### config.mk
export PLATFORM = sky130hd
export DESIGN_NAME = fetch_stage
export DESIGN_NICKNAME = d
export VERILOG_FILES = /design/src/rtl/fetch_stage.sv
export SDC_FILE = /design/constraint.sdc
export NUM_CORES = 1
export LEC_CHECK = 0
export CORE_MARGIN = 2
export CORE_UTILIZATION = 35
export DETAILED_ROUTE_END_ITERATION = 8
export GPL_TIMING_DRIVEN = 0
export PLACE_DENSITY = 0.62
export SLEW_MARGIN = 20
export SYNTH_ARGS = -nofsm -noshare
export SYNTH_HDL_FRONTEND = slang
export SYNTH_SLANG_ARGS = --single-unit
### constraint.sdc
create_clock -name clk -period 5.4 [get_ports clk]
set_input_delay 1.62 -clock clk [delete_from_list [all_inputs] [get_ports clk]]
set_output_delay 1.62 -clock clk [all_outputs]
set_load 0.03 [all_outputs]
### src/rtl/fetch_stage.sv
// Instruction-fetch front end: owns the PC, issues one word fetch at a time to
// instruction memory, queues returned words and hands them to IF/ID.
module fetch_stage #(
  parameter int ADD_INST_SIZE = 8,
  parameter int SIZE_DATA     = 32,
  parameter int VALOR_SUMADO  = 4,
  parameter int RESET_PC      = 0,
  parameter int FIFO_DEPTH    = 2
) (
  input  logic                     clk,
  input  logic                     reset_n,
  output logic                     imem_req,
  output logic [ADD_INST_SIZE-1:0] imem_addr,
  input  logic                     imem_valid,
  input  logic [SIZE_DATA-1:0]     imem_data,
  input  logic                     redirect,
  input  logic [ADD_INST_SIZE-1:0] redirect_pc,
  input  logic                     if_ready,
  output logic                     if_valid,
  output logic [SIZE_DATA-1:0]     if_instr,
  output logic [ADD_INST_SIZE-1:0] if_pc,
  output logic [ADD_INST_SIZE-1:0] if_pc_next
);

  localparam int PW = $clog2(FIFO_DEPTH);
  localparam int CW = PW + 1;

  localparam logic [ADD_INST_SIZE-1:0] PC_INC     = ADD_INST_SIZE'(VALOR_SUMADO);
  localparam logic [ADD_INST_SIZE-1:0] PC_RST     = ADD_INST_SIZE'(RESET_PC);
  localparam logic [ADD_INST_SIZE-1:0] ALIGN_MASK = ~ADD_INST_SIZE'(3);
  localparam logic [CW-1:0]            DEPTH_C    = CW'(FIFO_DEPTH);

  typedef enum logic [1:0] {
    S_FETCH   = 2'd0,  // nothing outstanding
    S_WAIT    = 2'd1,  // one request outstanding, response will be kept
    S_DISCARD = 2'd2   // one request outstanding, response will be dropped
  } state_t;

  state_t state, state_next;

  logic [ADD_INST_SIZE-1:0] pc;
  logic [ADD_INST_SIZE-1:0] req_pc;
  logic [CW-1:0]            count;
  logic [PW-1:0]            wr_ptr;
  logic [PW-1:0]            rd_ptr;

  logic [SIZE_DATA-1:0]     q_instr   [FIFO_DEPTH];
  logic [ADD_INST_SIZE-1:0] q_pc      [FIFO_DEPTH];
  logic [ADD_INST_SIZE-1:0] q_pc_next [FIFO_DEPTH];

  logic issue;
  logic push;
  logic pop;

  // ---------------------------------------------------------------------------
  // FSM: state register
  // ---------------------------------------------------------------------------
  // NOTE: sequential state is written with non-blocking assignments only, so
  // every flop samples pre-edge values regardless of process ordering.
  always_ff @(posedge clk or negedge reset_n) begin
    if (!reset_n) state <= S_FETCH;
    else          state <= state_next;
  end

  // ---------------------------------------------------------------------------
  // FSM: next-state logic
  // ---------------------------------------------------------------------------
  // NOTE: default assignment first, so no path leaves state_next unassigned and
  // no latch is inferred.
  always_comb begin
    state_next = state;
    unique case (state)
      S_FETCH: begin
        if (issue) state_next = S_WAIT;
      end
      S_WAIT: begin
        // A redirect turns the outstanding fetch stale, unless it returns now.
        if (redirect)        state_next = imem_valid ? S_FETCH : S_DISCARD;
        else if (imem_valid) state_next = S_FETCH;
      end
      S_DISCARD: begin
        if (imem_valid) state_next = S_FETCH;
      end
      default: state_next = S_FETCH;
    endcase
  end

  // ---------------------------------------------------------------------------
  // FSM: outputs and queue control strobes
  // ---------------------------------------------------------------------------
  always_comb begin
    // Queue slot is reserved at issue time, so a kept response always fits.
    issue     = reset_n && (state == S_FETCH) && (count < DEPTH_C) && !redirect;
    imem_req  = issue;
    imem_addr = pc;
    push      = (state == S_WAIT) && imem_valid && !redirect;
    pop       = (count != '0) && if_ready && !redirect;
  end

  // ---------------------------------------------------------------------------
  // PC, request address and instruction queue
  // ---------------------------------------------------------------------------
  // NOTE: the queue storage is reset as well, because the head entry drives the
  // IF/ID outputs directly and those must read zero out of reset.
  always_ff @(posedge clk or negedge reset_n) begin
    if (!reset_n) begin
      pc     <= PC_RST;
      req_pc <= '0;
      count  <= '0;
      wr_ptr <= '0;
      rd_ptr <= '0;
      for (int i = 0; i < FIFO_DEPTH; i++) begin
        q_instr[i]   <= '0;
        q_pc[i]      <= '0;
        q_pc_next[i] <= '0;
      end
    end else if (redirect) begin
      // Flush wins over any same-cycle push or pop.
      pc     <= redirect_pc & ALIGN_MASK;
      count  <= '0;
      wr_ptr <= '0;
      rd_ptr <= '0;
    end else begin
      if (issue) begin
        pc     <= pc + PC_INC;
        req_pc <= pc;
      end
      if (push) begin
        q_instr[wr_ptr]   <= imem_data;
        q_pc[wr_ptr]      <= req_pc;
        q_pc_next[wr_ptr] <= req_pc + PC_INC;
        wr_ptr            <= wr_ptr + PW'(1);
      end
      if (pop) rd_ptr <= rd_ptr + PW'(1);
      unique case ({push, pop})
        2'b10:   count <= count + CW'(1);
        2'b01:   count <= count - CW'(1);
        default: count <= count;
      endcase
    end
  end

  assign if_valid   = (count != '0);
  assign if_instr   = q_instr[rd_ptr];
  assign if_pc      = q_pc[rd_ptr];
  assign if_pc_next = q_pc_next[rd_ptr];

endmodule
==> results by group, run 1 <==
Timing
  – Slew Limit Fails: 0
  – Final Cycle Share: 96.7%
  – Clock period minus worst slack: 5220 ps
  – RSZ-0062 raised after global routing: no
  – Least-Margin Pin Slew: 746 ps
  – Hold Slack: 503 ps
  – Rel. slew slack: 50.3%
  – Final setup skew: 7.30 ps
  – Fin. Hold Viols: 0
  – Sum Neg Setup Slack: 0 ps
  – Final setup vio count: 0
  – Fmax: 192 MHz

Yosys
  – Syn Area/Cell: 13.9 um2
  – Largest cells by area after synthesis: dfrtp_1 55%, mux2_2 31%, buf_4 1.7%, o21ai_0 0.94%, a21oi_1 0.84%
  – Share of the yosys chip area belonging to registers: 55.3%
  – FF+latch count, synth: 106
  – Synth top area share: 55.3%
  – Yosys top cell by area: dfrtp_1
  – Cells after synthesis: 344
  – Synthesized area: 4790 um2
  – Dominant synthesized flop cell: dfrtp_1
  – Yosys Warn Count: 0
  – Number of enable flip-flop cells after synthesis: 0
  – Asr flop ratio synth: 100%
  – Distinct cells, synth: 34

Min path
  – WHS Path Cells: 1
  – Worst Hold Class: reg -> reg
  – Hold Crit Start: q_pc[11]$_DFFE_PN0P_
  – Hold EP: q_pc[11]$_DFFE_PN0P_

Die
  – Die X: 121 um
  – Starting Density: 36.1%
  – FP Rows: 42
  – Die area: 14700 um2
  – Placeable Area: 13300 um2
  – I/O pins: 103
  – Die Y: 121 um

Clock tree
  – H-tree levels: 3
  – Root buffer cell: clkbuf_16
  – Clk Latency, worst-skew pair: 350 ps
  – Post-CTS Setup Bufs: 0
  – CTS Buf Count: 9
  – Clk slew on worst S/H paths: 60 ps
  – Clk sinks: 106
  – CTS tree: done
  – Clock Tree Buf Depth: 2

Finish
  – Most common cell after layout, fill and taps aside: mux2_2
  – Ant diodes: 0
  – Total Nets Final: 502
  – Commonest non-fill, non-tap cells in the layout: 133 x mux2_2, 106 x dfrtp_1, 91 x clkdlybuf4s50_1
  – Synthesis-to-layout area growth: 31.2%
  – Layout cells sized above 1: 37.2%

Drt
  – Vias/cell: 4.85
  – Vias: 3086
  – Aggregate routed wire length: 10300 um
  – Wire per inst: 16.2 um
  – DRT antenna net count: 0
  – TritonRoute pass-1 iters: 4
  – DR iter-0 viols: 100
  – Post-route DRC: 0

Place
  – Detail Placement HPWL: 7080 um
  – Global placer's final weighted congestion: 0.769
  – # port buffers: 93

Critical path
  – Critical Path Sink Type: primary output
  – Startpoint Class: input port
  – Worst R2R Setup Slack: 3060 ps
  – Max Fanout on Critical Path: 46
  – Reg2Reg Launch Point: state[1]$_DFFE_PN0P_
  – CP Class: in -> out
  – Reg2Reg Capture Point: q_pc_next[6]$_DFFE_PN0P_
  – Worst EP required: 3780 ps
  – R2R depth: 5
  – Worst path arrival time: 3600 ps

GRT
  – Vias in the first global route: 3232
  – GRT Residual Overflow: 0
  – Gr usage total: 14.8%
  – Initial antenna violation count: 0
  – Largest net degree at the start of global routing: 65
  – Global-route wire length before repair: 16700 um

Status
  – Status: finished clean

Run
  – MaxCap Viol Count: 0

Pwr
  – Power per cell area: 425 nW/um2
  – Leak: 0.00274 uW
  – VDD IR max: 0.000222 V
[through the flow]
step | worst slack, ps | cells | util, % | power (uW) | instance area (um2)
CTS | 11.6 | 635 | 47.1 | 2720 | 6260
global placement | -3610 | 618 | 44.9 | 2080 | 5960
finish | 179 | 636 | 47.3 | 2680 | 6290
floorplan | 1170 | 349 | - | 1700 | 4810
detailed placement | -275 | 619 | 45.1 | 2100 | 5990
global route | 28.4 | 636 | 47.3 | 2840 | 6290
[state kept, by name, indices dropped and copies added (netlist names)]
signal and count:
q_instr 64, q_pc 12, q_pc_next 12, imem_addr 6, req_pc 6, count 2, state 2, rd_ptr 1
wr_ptr 1
[timing repair]
action | CTS | global route
endpoints found under the setup margin | 1 | 1
pin swaps | 0 | 0
gates cloned | 0 | 1
gates resized for setup | 1 | 1
hold buffers | 0 | 0
[cells in the mapped netlist (all sizes together), types with 2 or more instances]
library cell	instances
nand2b	4
mux2i	3
inv	4
mux2	133
nor2b	4
xor2	2
clkbuf	8
dfrtp	106
nand3	8
buf	15
o21ai	9
ha	2
a31oi	2
nor4b	2
nor3	3
a21oi	8
nand3b	3
nand2	9
or4	2
or4b	2
nor2	3
xnor2	3
[cell families after synthesis]
logic type / share of synthesized area (%)
DFF: 55.3
muxes: 31.9
adders and majority gates: 0.522
buffers and inverters: 3.08
other: 0.0782
xor gates and xnor gates: 0.914
AOI/OAI and AO/OA: 2.58
and+or+nand+nor: 5.64
[worst max-delay path by stage]
stage                     startpoint       end  slack, ps  cells past startpoint
after global routing         reset_n  imem_req         30                      6
after floorplan              reset_n  imem_req       1170                      3
after CTS                    reset_n  imem_req         10                      6
final                        reset_n  imem_req        180                      6
after global placement       reset_n  imem_req      -3610                      5
after detailed placement     reset_n  imem_req       -280                      6
[per-layer routing]
metal  vias to the layer above  global-route usage [%]  part of all wire (%)  wire length [um]
met5                         -                       0                     0                 0
met4                         0                    4.51                   1.3               134
met1                      1544                    18.7                    44              4550
met3                        10                    5.12                   5.6               581
met2                        82                    24.1                    49              5030
li1                       1450                       -                     -                 -
[area by class of cell]
cell class                 count  area (um2)
fill                        1221        7000
sequential                   106        2650
multi-input combinational    216        2010
timing repair buffer          95         986
clock buffer                   9         225
tap                          176         220
buffer                        23         133
clock inverter                 7        46.3
inverter                       4        15.0
[worst max-delay path, cell delays in order]
cell	delay (ps)
clkbuf_8	350
buf_16	250
or4b_1	440
buf_2	180
nor2_2	290
dlygate4sd2_1	440
[report_power, final]
group | internal [uW] | leakage (uW) | switching (uW)
clock network | 311 | 0.000127 | 289
logic | 499 | 0.00125 | 485
registers | 981 | 0.00135 | 113
Note: power is estimated with default switching activity, not from simulation.
==> run 2: changes to the inputs <==
Settings changed: SLEW_MARGIN 20 to 5.
==> results of run 2 <==
Final layout, timing and power as in run 1 (identical DEF).
Among the figures that moved: setup slack after placement -275 ps -> -430 ps; number of gates resized after CTS 1 -> 2
==> run 3: changes to the inputs <==
Settings changed: CORE_ASPECT_RATIO set to 0.5, GPL_ROUTABILITY_DRIVEN set to 0, REMOVE_ABC_BUFFERS set to 1.
==> run 3 against run 2 <==
Effect of this change:
- via count decreased by 3.5%
- sequential power about the same
- wire length decreased by 10%
- critical path depth decreased by 2
- non-clock buffer count decreased by 15
- combinational power decreased by 2%
- register-to-register slack improved by 60 ps
- worst hold slack about the same
- die area increased by 0.39%
- largest cell class unchanged
==> results by group, run 3 (same netlist as run 1, synthesis figures left out) <==
Timing
  – Slew Limit Fails: 0 (unchanged)
  – Final setup skew: 10.5 ps (was 7.30 ps)
  – Final setup vio count: 0 (unchanged)
  – Clock period minus worst slack: 5280 ps (was 5220 ps)
  – RSZ-0062 raised after global routing: no (unchanged)
  – Fin. Hold Viols: 0 (unchanged)
  – Fmax: 190 MHz (was 192 MHz)
  – Final Cycle Share: 97.7% (was 96.7%)
  – Rel. slew slack: 39.4% (was 50.3%)
  – Fin worst setup slack: 124 ps (was 179 ps)
  – Least-Margin Pin Slew: 909 ps (was 746 ps)

Pwr
  – Internal power: 1800 uW (was 1790 uW)
  – Sw Ratio: 33.1% (about the same)
  – Combinational Power Share: 36.0% (was 36.7%)
  – Leak: 0.00270 uW (was 0.00274 uW)
  – Clock Power Share: 23.4% (was 22.4%)
  – VDD IR max: 0.000159 V (was 0.000222 V)
  – Sequential Power Share: 40.5% (was 40.9%)
  – Psw: 889 uW (was 886 uW)
  – Power per cell area: 428 nW/um2 (was 425 nW/um2)

Die
  – FP Rows: 30 (was 42)
  – Die Y: 86.8 um (was 121 um)
  – Die area: 14700 um2 (about the same)
  – Placeable Area: 13500 um2 (was 13300 um2)
  – Die X: 170 um (was 121 um)
  – Starting Density: 35.6% (was 36.1%)
  – I/O pins: 103 (unchanged)

Place
  – # port buffers: 94 (was 93)
  – Placed cell areas: 6000 um2 (was 5990 um2)
  – Dpl ws: -104 ps (was -430 ps)
  – Detail Placement HPWL: 6300 um (was 7080 um)

Finish
  – Layout cells sized above 1: 37.1% (was 37.2%)
  – Synthesis-to-layout area growth: 31.1% (was 31.2%)
  – Total Nets Final: 487 (was 502)
  – Largest regs: q_instr (64), q_pc (12), q_pc_next (12) (unchanged)
  – Reg with most FFs: q_instr (unchanged)
  – Max reg flops: 64 (unchanged)
  – Final Cell Area: 6290 um2 (about the same)
  – Ant diodes: 0 (unchanged)
  – Commonest non-fill, non-tap cells in the layout: 133 x mux2_2, 105 x dfrtp_1, 92 x clkdlybuf4s50_1 (was 133 x mux2_2, 106 x dfrtp_1, 91 x clkdlybuf4s50_1)
  – Most common cell after layout, fill and taps aside: mux2_2 (unchanged)
  – Fin util: 46.7% (was 47.3%)

Critical path
  – CP Class: in -> out (unchanged)
  – Crit path largest cell delay: 750 ps (was 440 ps)
  – Worst EP required: 3780 ps (about the same)
  – Startpoint Class: input port (unchanged)
  – R2R depth: 6 (was 5)
  – Worst-path cell chain: buf_6 > or4b_1 > nor2_2 > clkdlybuf4s50_1 (was clkbuf_8 > buf_16 > or4b_1 > buf_2 > nor2_2 > dlygate4sd2_1)
  – Critical path destination: imem_req (unchanged)
  – CP top delay family: simple AND/OR/NAND/NOR gates (was buffers and inverters)
  – Critical Path Sink Type: primary output (unchanged)
  – Highest-delay cell along the critical path: clkdlybuf4s50_1 (was or4b_1)
  – Worst R2R Setup Slack: 3120 ps (was 3060 ps)
  – CP startpoint: reset_n (unchanged)
  – Worst path arrival time: 3660 ps (was 3600 ps)
  – Reg2Reg Launch Point: state[1]$_DFFE_PN0P_ (unchanged)
  – Worst Path Buf+Inv: 2 (was 4)
  – Reg2Reg Capture Point: q_instr[25]$_DFFE_PN0P_ (was q_pc_next[6]$_DFFE_PN0P_)
  – Worst path depth: 4 (was 6)
  – Max Fanout on Critical Path: 30 (was 46)

Status
  – Status: finished clean (unchanged)

GRT
  – Vias in the first global route: 3041 (was 3232)
  – Global-route wire length before repair: 15500 um (was 16700 um)
  – GRT Residual Overflow: 0 (unchanged)
  – Grt met1 use: 18.0% (was 18.7%)
  – Met2 Resource Use GR: 22.2% (was 24.1%)
  – Gr usage total: 13.3% (was 14.8%)
  – Largest net degree at the start of global routing: 80 (was 65)
  – Met3 Usage GRT: 3.01% (was 5.12%)
  – Initial antenna violation count: 0 (unchanged)
  – Layer with the highest usage: met2 (unchanged)

Drt
  – Vias/cell: 4.80 (was 4.85)
  – DR iter-0 viols: 144 (was 100)
  – Aggregate routed wire length: 9230 um (was 10300 um)
  – Vias: 2979 (was 3086)
  – DRT antenna net count: 0 (unchanged)
  – Post-route DRC: 0 (unchanged)
  – TritonRoute pass-1 iters: 4 (unchanged)
  – Wire per inst: 14.9 um (was 16.2 um)

Clock tree
  – Clk sinks: 106 (unchanged)
  – Root buffer cell: clkbuf_16 (unchanged)
  – CTS Buf Count: 9 (unchanged)
  – CTS tree: done (unchanged)
  – Clk Latency, worst-skew pair: 340 ps (was 350 ps)
  – # hold bufs at CTS: 0 (unchanged)
  – H-tree levels: 3 (unchanged)
  – Clk slew on worst S/H paths: 70 ps (was 60 ps)
  – Clock Tree Buf Depth: 2 (unchanged)

Min path
  – Worst Hold Class: reg -> reg (unchanged)

Run
  – MaxCap Viol Count: 0 (unchanged)
==> run 3: cell type report <==
| cell class | instances | area [um2] |
|---|---|---|
| fillers | 1213 | 7190 |
| inverters | 4 | 15.0 |
| clock inverters | 7 | 61.3 |
| multi-input cells | 216 | 2020 |
| repair buffers | 103 | 1090 |
| clock buffers | 9 | 225 |
| flip-flops and latches | 106 | 2650 |
| well taps | 176 | 220 |
==> run 3: worst min path at each step <==
stage | startpoint | end | slack [ps] | depth (start not counted)
after CTS | q_instr[5]$_DFFE_PN0P_ | q_instr[5]$_DFFE_PN0P_ | 510 | 1
after global routing | q_pc[10]$_DFFE_PN0P_ | q_pc[10]$_DFFE_PN0P_ | 520 | 1
after floorplan | q_pc[4]$_DFFE_PN0P_ | q_pc[4]$_DFFE_PN0P_ | 470 | 1
after detailed placement | q_instr[18]$_DFFE_PN0P_ | q_instr[18]$_DFFE_PN0P_ | 490 | 1
final | q_instr[10]$_DFFE_PN0P_ | q_instr[10]$_DFFE_PN0P_ | 500 | 1
after global placement | q_instr[5]$_DFFE_PN0P_ | q_instr[5]$_DFFE_PN0P_ | 480 | 1
==> run 3: power groups by stage <==
stage	logic, uW	clock network, uW	registers, uW
final	969	630	1090
after floorplan	611	0	1080
after CTS	983	653	1090
after detailed placement	980	0	1110
after global placement	967	0	1100
after global routing	1030	685	1120
==> run 3: stage by stage <==
stage / power (uW) / setup TNS (ps) / cells / hold WS [ps]
after global placement: 2070 / -332150 / 596 / 483
after floorplan: 1690 / 0 / 326 / 474
after CTS: 2730 / 0 / 621 / 508
after global routing: 2840 / 0 / 621 / 517
after detailed placement: 2090 / -104 / 605 / 490
final: 2690 / 0 / 621 / 503
==> run 3: layer usage <==
layer	part of all wire, %	vias to the layer above
met5	0	-
met4	1.0	0
met3	2.8	8
met2	47	49
met1	49	1504
li1	-	1418
==> run 3: what timing repair did <==
action	in CTS	in global routing
resized for setup	1	0
setup endpoints to repair	1	0
setup buffers	0	0
